$ cat config.mk
export PLATFORM = sky130hd
export DESIGN_NAME = busca_instrucao
export DESIGN_NICKNAME = d
export VERILOG_FILES = /design/src/rtl/riscv_pkg.sv /design/src/rtl/busca_instrucao.sv
export SDC_FILE = /design/constraint.sdc
export NUM_CORES = 1
export LEC_CHECK = 0
export ABC_AREA = 1
export BUFFER_PORTS_ARGS = -buffer_cell sky130_fd_sc_hd__clkbuf_2
export CORE_MARGIN = 2
export CORE_UTILIZATION = 33
export DETAILED_ROUTE_END_ITERATION = 7
export GPL_TIMING_DRIVEN = 0
export PLACE_DENSITY = 0.71
export RECOVER_POWER = 50
export SLEW_MARGIN = 20
export SYNTH_ARGS = -nofsm -noshare
export SYNTH_HDL_FRONTEND = slang
export SYNTH_SLANG_ARGS = --single-unit
$ cat constraint.sdc
create_clock -name clk -period 1.4 [get_ports clk]
set_input_delay 0.14 -clock clk [delete_from_list [all_inputs] [get_ports clk]]
set_output_delay 0.14 -clock clk [all_outputs]
set_load 0.01 [all_outputs]
$ cat src/rtl/riscv_pkg.sv
// ============================================================================
// Module : riscv_pkg
// Brief  : Shared RV32 constants for the fetch and decode stages.
// Rev    : 1.0
// ============================================================================
`default_nettype none

package riscv_pkg;

    localparam int          ILEN     = 32;
    localparam logic [31:0] NOP_INSN = 32'h00000013;

    localparam logic [6:0] OP_R      = 7'b0110011;
    localparam logic [6:0] OP_IMM    = 7'b0010011;
    localparam logic [6:0] OP_LOAD   = 7'b0000011;
    localparam logic [6:0] OP_STORE  = 7'b0100011;
    localparam logic [6:0] OP_BRANCH = 7'b1100011;

    localparam logic [2:0] F3_BEQ  = 3'b000;
    localparam logic [2:0] F3_BNE  = 3'b001;
    localparam logic [2:0] F3_BLT  = 3'b100;
    localparam logic [2:0] F3_BGE  = 3'b101;
    localparam logic [2:0] F3_BLTU = 3'b110;
    localparam logic [2:0] F3_BGEU = 3'b111;

endpackage

`default_nettype wire

$ cat src/rtl/busca_instrucao.sv
// ============================================================================
// Module : busca_instrucao
// Brief  : Instruction fetch stage: PC, instruction register, branch redirect.
// Rev    : 1.0
// ============================================================================
`default_nettype none

module busca_instrucao
    import riscv_pkg::*;
#(
    parameter int                ADDR_W   = 6,
    parameter logic [ADDR_W-1:0] RESET_PC = '0
) (
    input  logic              clk,
    input  logic              reset,
    output logic [ADDR_W-1:0] ads,
    input  logic [ILEN-1:0]   ins_in,
    output logic [ILEN-1:0]   ir,
    output logic [ADDR_W-1:0] ir_pc,
    output logic              ir_valid,
    input  logic              ir_ready,
    input  logic              halt,
    input  logic              br_taken,
    input  logic [ADDR_W-1:0] br_pc,
    input  logic [11:0]       br_off
);

    localparam int EXT_W = ADDR_W + 12;

    logic [ADDR_W-1:0] r_pc;
    logic [ILEN-1:0]   r_ir;
    logic [ADDR_W-1:0] r_ir_pc;
    logic              r_ir_valid;

    logic              w_load;
    logic              w_consume;
    logic [ADDR_W-1:0] w_target;
    logic [ADDR_W-1:0] w_pc_next;

    assign w_load    = (!r_ir_valid || ir_ready) && !halt && !br_taken;
    assign w_consume = r_ir_valid && ir_ready;

    // Sign-extend the offset, add, then keep only the low ADDR_W bits (wraps).
    assign w_target = ADDR_W'(EXT_W'(br_pc) + {{ADDR_W{br_off[11]}}, br_off});

    always_comb begin
        w_pc_next = r_pc;
        if (!reset) begin
            w_pc_next = RESET_PC;
        end else if (br_taken) begin
            w_pc_next = w_target;
        end else if (w_load) begin
            w_pc_next = r_pc + ADDR_W'(1);
        end
    end

    always_ff @(posedge clk) begin
        r_pc <= w_pc_next;
        if (!reset) begin
            r_ir       <= NOP_INSN;
            r_ir_pc    <= '0;
            r_ir_valid <= 1'b0;
        end else if (br_taken) begin
            r_ir_valid <= 1'b0;
        end else if (w_load) begin
            r_ir       <= ins_in;
            r_ir_pc    <= r_pc;
            r_ir_valid <= 1'b1;
        end else if (w_consume) begin
            r_ir_valid <= 1'b0;
        end
    end

    assign ads      = r_pc;
    assign ir       = r_ir;
    assign ir_pc    = r_ir_pc;
    assign ir_valid = r_ir_valid;

endmodule

`default_nettype wire

==> results of run 1 <==
## cell type report
type,instances,area [um2],share of cell area (%)
tap,72,90.1,3.56
sequential,45,901,35.6
buffer,11,68.8,2.72
inverter,18,67.6,2.67
clock buffer,7,96.3,3.81
clock inverter,1,5.00,0.198
multi-input combinational,182,887,35.1
timing repair buffer,93,412,16.3
## Yosys cell counts (all sizes together)
| library cell | count |
|---|---|
| buf | 7 |
| nand2 | 27 |
| inv | 18 |
| a21oi | 8 |
| nor2 | 75 |
| fa | 1 |
| o21ai | 41 |
| o211ai | 1 |
| dfxtp | 45 |
| or2 | 1 |
| and2 | 1 |
| nand3b | 2 |
| nand3 | 13 |
| clkbuf | 4 |
| xnor2 | 2 |
| a22oi | 1 |
| ha | 6 |
| a211oi | 2 |
| a31oi | 1 |
## metal layers
layer	vias up	wire [um]	track usage [%]
li1	1026	-	-
met1	865	2190	19.0
met2	62	2310	25.5
met3	4	319	3.82
met4	0	40	4.41
met5	-	0	0
## critical path: stages (launching register included)
cell and delay (ps):
dfxtp_1 320, nand2_1 120, nand2_4 100, nor2_4 170, inv_2 130, buf_6 160
nor2_1 90, nor2_1 50
## through the flow
step / cells / hold WS [ps] / setup TNS [ps] / power (mW)
global route: 429 / 49.0 / 0 / 2.95
floorplan: 256 / 218 / 0 / 1.74
global placement: 421 / 355 / 0 / 1.96
CTS: 429 / 52.7 / 0 / 2.84
finish: 429 / 56.0 / 0 / 2.77
detailed placement: 421 / 358 / -18.1 / 1.97
## worst paths after layout
path,endpoint,cells after the start,from,slack [ps]
worst max-delay path,ir[5]$_SDFFE_PN0P_,7,ir_valid$_SDFFE_PP0P_,160
worst min register to register,ir[0]$_SDFFE_PN1P_,2,ir[0]$_SDFFE_PN1P_,460
worst min-delay path,ir_valid$_SDFFE_PP0P_,2,halt,60
worst max register to register,ir[5]$_SDFFE_PN0P_,7,ir_valid$_SDFFE_PP0P_,160
## logic make-up (layout without fill, tap and decap cells)
| group | after synthesis | in the layout | synth area share (%) |
|---|---|---|---|
| xor+xnor | 2 | 2 | 0.909 |
| flops | 45 | 45 | 46.8 |
| buf+inv | 29 | 130 | 7.08 |
| simple gates | 119 | 119 | 25.7 |
| compound gates | 54 | 54 | 14.6 |
| fa+ha+maj | 7 | 7 | 4.94 |
## registers in the layout (all words and copies together) (netlist names)
name and flops:
ir 32, ads 6, ir_pc 6, ir_valid 1
## power by group
group | switching (mW) | internal (mW)
combinational | 0.285 | 0.199
clock | 0.409 | 0.446
sequential | 0.0606 | 1.37
total | 0.754 | 2.02
==> results_dict.tcl, run 1 <==
set metrics [dict create \
    avgRoutedWirePerCell_um 11.3 \
    detailedPlace.worstSlack_ps -18.1 \
    synth.avg_cell_area_um2 7.53 \
    die-area_um2 6470 \
    postCtsHoldBufs 0 \
    wl_um 4860 \
    synth_area_leaders "dfxtp_1 47%, nor2_1 14%, o21ai_0 11%" \
    crit_fanout 10 \
    core_um2 5570 \
    grt_pass1_vias 1791 \
    hold_path.class "in -> reg" \
    ant_nets 0 \
    cts.repair.resized 0 \
    overflow 0 \
    final_util_pct 45.3 \
    mostFrequentLayoutCells "74 x nor2_1, 50 x clkbuf_2, 47 x clkbuf_1" \
    drt_iter0_markers 101 \
    maxSlewViolCount 0 \
    synthToLayoutAreaGrowth_pct 31.2 \
    grt_pass1_wl_um 7800 \
    dpl.hpwl_um 3720 \
    cts_made_buffers 5 \
    fin_area_um2 2530 \
    final_common_cell "nor2_1" \
    post_dp_cell_area_um2 2480 \
    clockRootBuffer "clkbuf_8" \
    hold_viol 0 \
    synth_area_um2 1930 \
    first_pass_iters 4 \
    via_count 1957 \
    yosys_warnings 0 \
    die_h_um 80.4 \
    rows 27 \
    start_util_pct 34.6 \
    synth_cell_types 24 \
    nNetsFinal 418 \
    cts_setup_buffers 0 \
    drc 0 \
    required_ps 1580 \
    clock_path_buffers 2 \
    powerDensity_nw_per_um2 1100 \
    worstSetupStartpointType "flop" \
    fin_crit_sh_pct 88.8 \
    insertion_delay_ps 280 \
    clk_pin_slew_worst_paths_ps 80 \
    max_cap_violations 0 \
    ioPinCount 100 \
    fmax_ghz 0.805 \
    diodes 0 \
    fin_worst_skew_ps 4.97 \
    fillCellCount 618 \
    cp-end-kind "flop" \
    timing.final.crit_period_ps 1240 \
    die_x_um 80.4 \
    critPathArrivalTime_ps 1420 \
    path_class "reg -> reg" \
    syn-num-nets 318 \
    fin_ws_ps 157 \
    outcome "finished, final reports clean" \
    gp_congestion 0.817 \
    grt_antenna_before_repair 0 \
    cts_tree "done" \
    syn_inst 256 \
    seq_area_frac_synth_pct 46.8 \
    setup_violations 0 \
    rsz0062_at_grt "false" \
    clock_sinks 45 \
    vias_per_cell 4.56 \
    yosys.area.top_type "dfxtp_1" \
    port_buffers 93 \
    p_leak_nw 1.21 \
    synth-seq-cells 45 \
    yosys.area.top_type_share_pct 46.8 \
    track_usage_pct 15.1 \
    ctsHtreeMaxLevel 2 \
    grt_max_degree 14 \
    tightest_slew_ps 373 \
    slew_headroom_pct 75.1 \
    ir_drop_mv 0.529 \
    drive_gt1_share_pct 19.9 \
]
No activity file was read; power rests on OpenSTA's default activity.
==> inputs of run 2 (changes only) <==
--- a/config.mk
+++ b/config.mk
@@ -6,12 +6,13 @@
 export NUM_CORES = 1
 export LEC_CHECK = 0
 export ABC_AREA = 1
-export BUFFER_PORTS_ARGS = -buffer_cell sky130_fd_sc_hd__clkbuf_2
 export CORE_MARGIN = 2
 export CORE_UTILIZATION = 33
+export CTS_BUF_LIST = sky130_fd_sc_hd__clkbuf_4
 export DETAILED_ROUTE_END_ITERATION = 7
+export DONT_BUFFER_PORTS = 1
 export GPL_TIMING_DRIVEN = 0
-export PLACE_DENSITY = 0.71
+export PLACE_DENSITY = 0.57
 export RECOVER_POWER = 50
 export SLEW_MARGIN = 20
 export SYNTH_ARGS = -nofsm -noshare
==> run 2 against run 1 <==
  * Hold slack lost 1.4 ps
  * Largest cell class unchanged
  * Cell area shrank 4.0%
  * Sequential share of layout area grew 1.6 points
  * Die area is the same
  * Sequential power grew 5%
  * Routed wire length shrank 0.12%
  * Clock skew shrank 1.1 ps
  * Core utilization shrank 1.8 points
  * Combinational power shrank 22%
  * Critical path depth shrank 4
  * Global-route usage grew 1.1 points
  * Sequential cell count is the same
==> results_dict.tcl, run 2 (synthesis gave the netlist of run 1 again) <==
set metrics [dict create \
    outcome "finished, final reports clean" \
    whs_ps 54.6 \
    grt_antenna_before_repair 0 \
    ir_drop_mv 0.598 \
    overflow 0 \
    die_h_um 80.4 \
    mostFrequentLayoutCells "74 x nor2_1, 42 x dfxtp_1, 41 x o21ai_0" \
    min_to "ads[3]$_SDFFE_PN0P_" \
    worstSetupStartpointType "primary input" \
    combinationalPowerShare_pct 15.2 \
    slew_headroom_pct 75.8 \
    whs_path_depth 4 \
    nNetsFinal 360 \
    swShare_pct 28.8 \
    dpl.hpwl_um 3370 \
    largest_register_ffs 32 \
    setup_violations 0 \
    hold_viol 0 \
    fillCellCount 578 \
    timing.final.crit_period_ps 1280 \
    switchingPower_mw 0.716 \
    drive_gt1_share_pct 8.36 \
    r2r-end "ir_valid$_SDFFE_PP0P_" \
    final_util_pct 43.5 \
    powerDensity_nw_per_um2 1020 \
    gp_congestion 0.816 \
    ant_nets 0 \
    rsz0062_at_grt "true" \
    port_buffers 0 \
    min_from "br_taken" \
    vias_per_cell 4.88 \
    cp-end-kind "flop" \
    p_seq_share_pct 60.3 \
    clk_pin_slew_worst_paths_ps 130 \
    grt_pass1_wl_um 8230 \
    internal_power_mw 1.77 \
    final_cells 371 \
    start_util_pct 34.6 \
    rows 27 \
    via_count 1811 \
    clock_sinks 45 \
    grt_max_degree 14 \
    crit_fanout 6 \
    ioPinCount 100 \
    ctsHtreeMaxLevel 2 \
    final_common_cell "nor2_1" \
    maxSlewViolCount 0 \
    fin_crit_sh_pct 91.7 \
    clock_power_share_pct 24.6 \
    grt_pass1_vias 1836 \
    cts_made_buffers 5 \
    core_um2 5570 \
    fin_worst_skew_ps 3.90 \
    synthToLayoutAreaGrowth_pct 25.9 \
    tightest_slew_ps 363 \
    post_dp_cell_area_um2 2020 \
    die-area_um2 6470 \
    drc 0 \
    hold_path.class "in -> reg" \
    place_inst 328 \
    path_class "in -> reg" \
    clock_path_buffers 2 \
    fin_area_um2 2430 \
    detailedPlace.worstSlack_ps 59.7 \
    insertion_delay_ps 340 \
    avgRoutedWirePerCell_um 13.1 \
    rrSetupSlack_ps 120 \
    p_leak_nw 1.08 \
    required_ps 1690 \
    wl_um 4860 \
    diodes 0 \
    clockRootBuffer "clkbuf_4" \
    critPathArrivalTime_ps 1580 \
    die_x_um 80.4 \
    track_usage_pct 16.3 \
    max_cap_violations 0 \
    ff2ff_path_depth 3 \
    fmax_ghz 0.779 \
    cts_tree "done" \
    r2r-start "ir_valid$_SDFFE_PP0P_" \
    first_pass_iters 4 \
    drt_iter0_markers 51 \
    fin_ws_ps 117 \
]
==> run 2: layout make-up <==
type / instances / area (um2) / share of cell area, %
Sequential cell: 45 / 905 / 37.3
Multi-Input combinational cell: 182 / 890 / 36.7
Timing Repair Buffer: 35 / 350 / 14.4
Tap cell: 72 / 90.1 / 3.71
Buffer: 11 / 68.8 / 2.84
Inverter: 18 / 67.6 / 2.78
Clock buffer: 6 / 45.0 / 1.86
Clock inverter: 2 / 10.0 / 0.413
==> run 2: power by group through the flow <==
stage | clock network, mW | logic [mW] | registers, mW
5_1_grt | 0.709 | 0.442 | 1.51
6_report | 0.610 | 0.377 | 1.50
3_3_place_gp | 0 | 0.291 | 1.53
2_1_floorplan | 0 | 0.240 | 1.50
4_1_cts | 0.652 | 0.380 | 1.50
3_5_place_dp | 0 | 0.298 | 1.52
==> run 2: timing repair <==
action	4_1_cts	5_1_grt
hold buffers	35	0
endpoints found under the hold margin	38	0
buffers inserted	0	0
resized for setup	0	3
setup endpoints to repair	0	9
==> run 2: worst max path at each step <==
stage	slack [ps]	depth (start not counted)	from	end
after floorplan	210	6	br_pc[0]	ads[1]$_SDFFE_PN0P_
after global placement	60	5	ads[1]$_SDFFE_PN0P_	ads[4]$_SDFFE_PN0P_
after detailed placement	60	5	ads[1]$_SDFFE_PN0P_	ads[4]$_SDFFE_PN0P_
after CTS	20	5	ads[1]$_SDFFE_PN0P_	ads[4]$_SDFFE_PN0P_
after global routing	-10	7	ir_valid$_SDFFE_PP0P_	ir[17]$_SDFFE_PN0P_
final	120	3	br_taken	ir_valid$_SDFFE_PP0P_
==> run 2: critical path, cell delays in order <==
cell	delay, ps
dlygate4sd3_1	630
a211oi_1	230
dlygate4sd3_1	570
==> run 2: per-layer routing <==
layer | GRT usage (%) | part of all wire [%] | vias up
met4 | 4.92 | 2.0 | 0
met3 | 6.07 | 9.4 | 13
met5 | 0 | 0 | -
li1 | - | - | 911
met1 | 19.7 | 43 | 802
met2 | 26.8 | 46 | 85
==> run 2: per-stage QoR <==
step                      TNS, ps  total power, mW
final                           0             2.48
after global routing        -14.1             2.66
after CTS                       0             2.53
after detailed placement        0             1.82
after global placement          0             1.82
after floorplan                 0             1.74
==> inputs of run 3 (changes only) <==
--- a/config.mk
+++ b/config.mk
@@ -14,6 +14,7 @@
 export GPL_TIMING_DRIVEN = 0
 export PLACE_DENSITY = 0.57
 export RECOVER_POWER = 50
+export REMOVE_ABC_BUFFERS = 1
 export SLEW_MARGIN = 20
 export SYNTH_ARGS = -nofsm -noshare
 export SYNTH_HDL_FRONTEND = slang
==> run 3 against run 2 <==
  * Critical path type is now reg -> reg
  * Largest cell class is now multi-input gates
  * Count of clock-buffer cells in the layout is 1 lower
  * First-iteration DRC count rose by 39%
  * Cell count fell by 2.2%
  * Routed wire length up 3.7%
  * Register-to-register slack got worse by 50 ps
  * Clock skew about the same
  * Global-route usage decreased by 0.58 points
  * Core utilization is 0.36 points higher
  * Clock power grew 58%
==> results_dict.tcl, run 3 (synthesis gave the netlist of run 1 again) <==
set metrics [dict create \
    port_buffers 0 \
    avgRoutedWirePerCell_um 13.9 \
    ant_nets 0 \
    path_class "reg -> reg" \
    rows 27 \
    final_common_cell "nor2_1" \
    start_util_pct 34.6 \
    max_cap_violations 0 \
    tightest_slew_ps 477 \
    fin_area_um2 2450 \
    nNetsFinal 352 \
    required_ps 1700 \
    worstSetupStartpointType "flop" \
    drc 0 \
    dpl.hpwl_um 2840 \
    hold_viol 0 \
    path_buf_inv 1 \
    whs_ps 55.6 \
    post_dp_cell_area_um2 1950 \
    powerDensity_nw_per_um2 1160 \
    maxSlewViolCount 0 \
    die-area_um2 6470 \
    p_leak_nw 1.08 \
    ir_drop_mv 0.599 \
    grt_antenna_before_repair 0 \
    slew_headroom_pct 68.1 \
    rsz0062_at_grt "true" \
    synthToLayoutAreaGrowth_pct 26.9 \
    cts_tree "done" \
    mostFrequentLayoutCells "74 x nor2_1, 43 x dfxtp_1, 38 x o21ai_0" \
    slowest_stage "dlygate4sd3_1" \
    fin_crit_sh_pct 95.4 \
    insertion_delay_ps 350 \
    clock_path_buffers 2 \
    internal_power_mw 2.10 \
    p_seq_share_pct 52.7 \
    clock_power_share_pct 34.0 \
    ioPinCount 100 \
    largest_register_ffs 32 \
    swShare_pct 25.8 \
    grt_pass1_wl_um 7830 \
    hold_path.class "in -> reg" \
    critPathArrivalTime_ps 1630 \
    grt_max_degree 45 \
    die_x_um 80.4 \
    clockRootBuffer "clkbuf_4" \
    timing.final.crit_period_ps 1340 \
    clk_pin_slew_worst_paths_ps 130 \
    crit_fanout 2 \
    ff2ff_path_depth 3 \
    setup_violations 0 \
    first_pass_iters 6 \
    combinationalPowerShare_pct 13.2 \
    crit_cells 3 \
    via_count 1767 \
    clock_sinks 45 \
    ctsHtreeMaxLevel 2 \
    fillCellCount 565 \
    diodes 0 \
    fin_worst_skew_ps 3.67 \
    cts_made_buffers 5 \
    core_um2 5570 \
    overflow 0 \
    crit_family "buffers and inverters" \
    outcome "finished, final reports clean" \
    die_h_um 80.4 \
    drt_iter0_markers 71 \
    grt_pass1_vias 1698 \
    drive_gt1_share_pct 7.22 \
    track_usage_pct 15.7 \
    fmax_ghz 0.749 \
    whs_path_depth 2 \
    tns_ps 0 \
    cpPeakStageDelay_ps 580 \
    cp-end-kind "flop" \
    vias_per_cell 4.87 \
    gp_congestion 0.777 \
    wl_um 5040 \
    worstPathCellList "nand2_2 -> a211oi_1 -> dlygate4sd3_1" \
    switchingPower_mw 0.733 \
]
run 3: final timing paths:
kind	start	endpoint	slack (ps)
worst max-delay path	ir_valid$_SDFFE_PP0P_	ir_valid$_SDFFE_PP0P_	60
worst max register to register	ir_valid$_SDFFE_PP0P_	ir_valid$_SDFFE_PP0P_	60
worst min-delay path	br_taken	ir_pc[3]$_SDFFE_PN0P_	60
worst min register to register	ir[4]$_SDFFE_PN1P_	ir[4]$_SDFFE_PN1P_	520
run 3: power by group through the flow:
stage,Clock (mW),Combinational (mW),Sequential [mW]
final,0.965,0.376,1.50
after CTS,1.01,0.377,1.49
after detailed placement,0,0.262,1.52
after floorplan,0,0.214,1.50
after global routing,1.05,0.430,1.51
after global placement,0,0.254,1.52
run 3: metrics by stage:
step | worst slack, ps | power, mW | std cells | util, %
2_1_floorplan | -124 | 1.71 | 245 | -
3_3_place_gp | -715 | 1.78 | 317 | 34.9
3_5_place_dp | -713 | 1.78 | 317 | 34.9
4_1_cts | 30.1 | 2.88 | 363 | 43.8
5_1_grt | -34.9 | 2.99 | 363 | 43.9
6_report | 64.7 | 2.84 | 363 | 43.9
run 3: metal layers:
layer,track usage (%),part of all wire (%)
met1,17.2,42
met2,27.9,49
met3,6.40,8.9
met4,4.07,0.68
met5,0,0
run 3: timing repair:
action | CTS | global route
hold buffers | 35 | 0
resized for setup | 3 | 5
hold endpoints to repair | 45 | 0
setup endpoints to repair | 40 | 15
buffers inserted | 1 | 0
pin swaps | 1 | 1
gates cloned | 2 | 0
run 3: final cells by class:
cell class / instances / area (um2) / area share [%]
repair buffers: 36 / 368 / 15.0
clock buffers: 5 / 37.5 / 1.53
flip-flops and latches: 45 / 903 / 36.9
clock inverters: 3 / 65.1 / 2.66
multi-input cells: 184 / 912 / 37.3
inverters: 18 / 70.1 / 2.86
well taps: 72 / 90.1 / 3.68
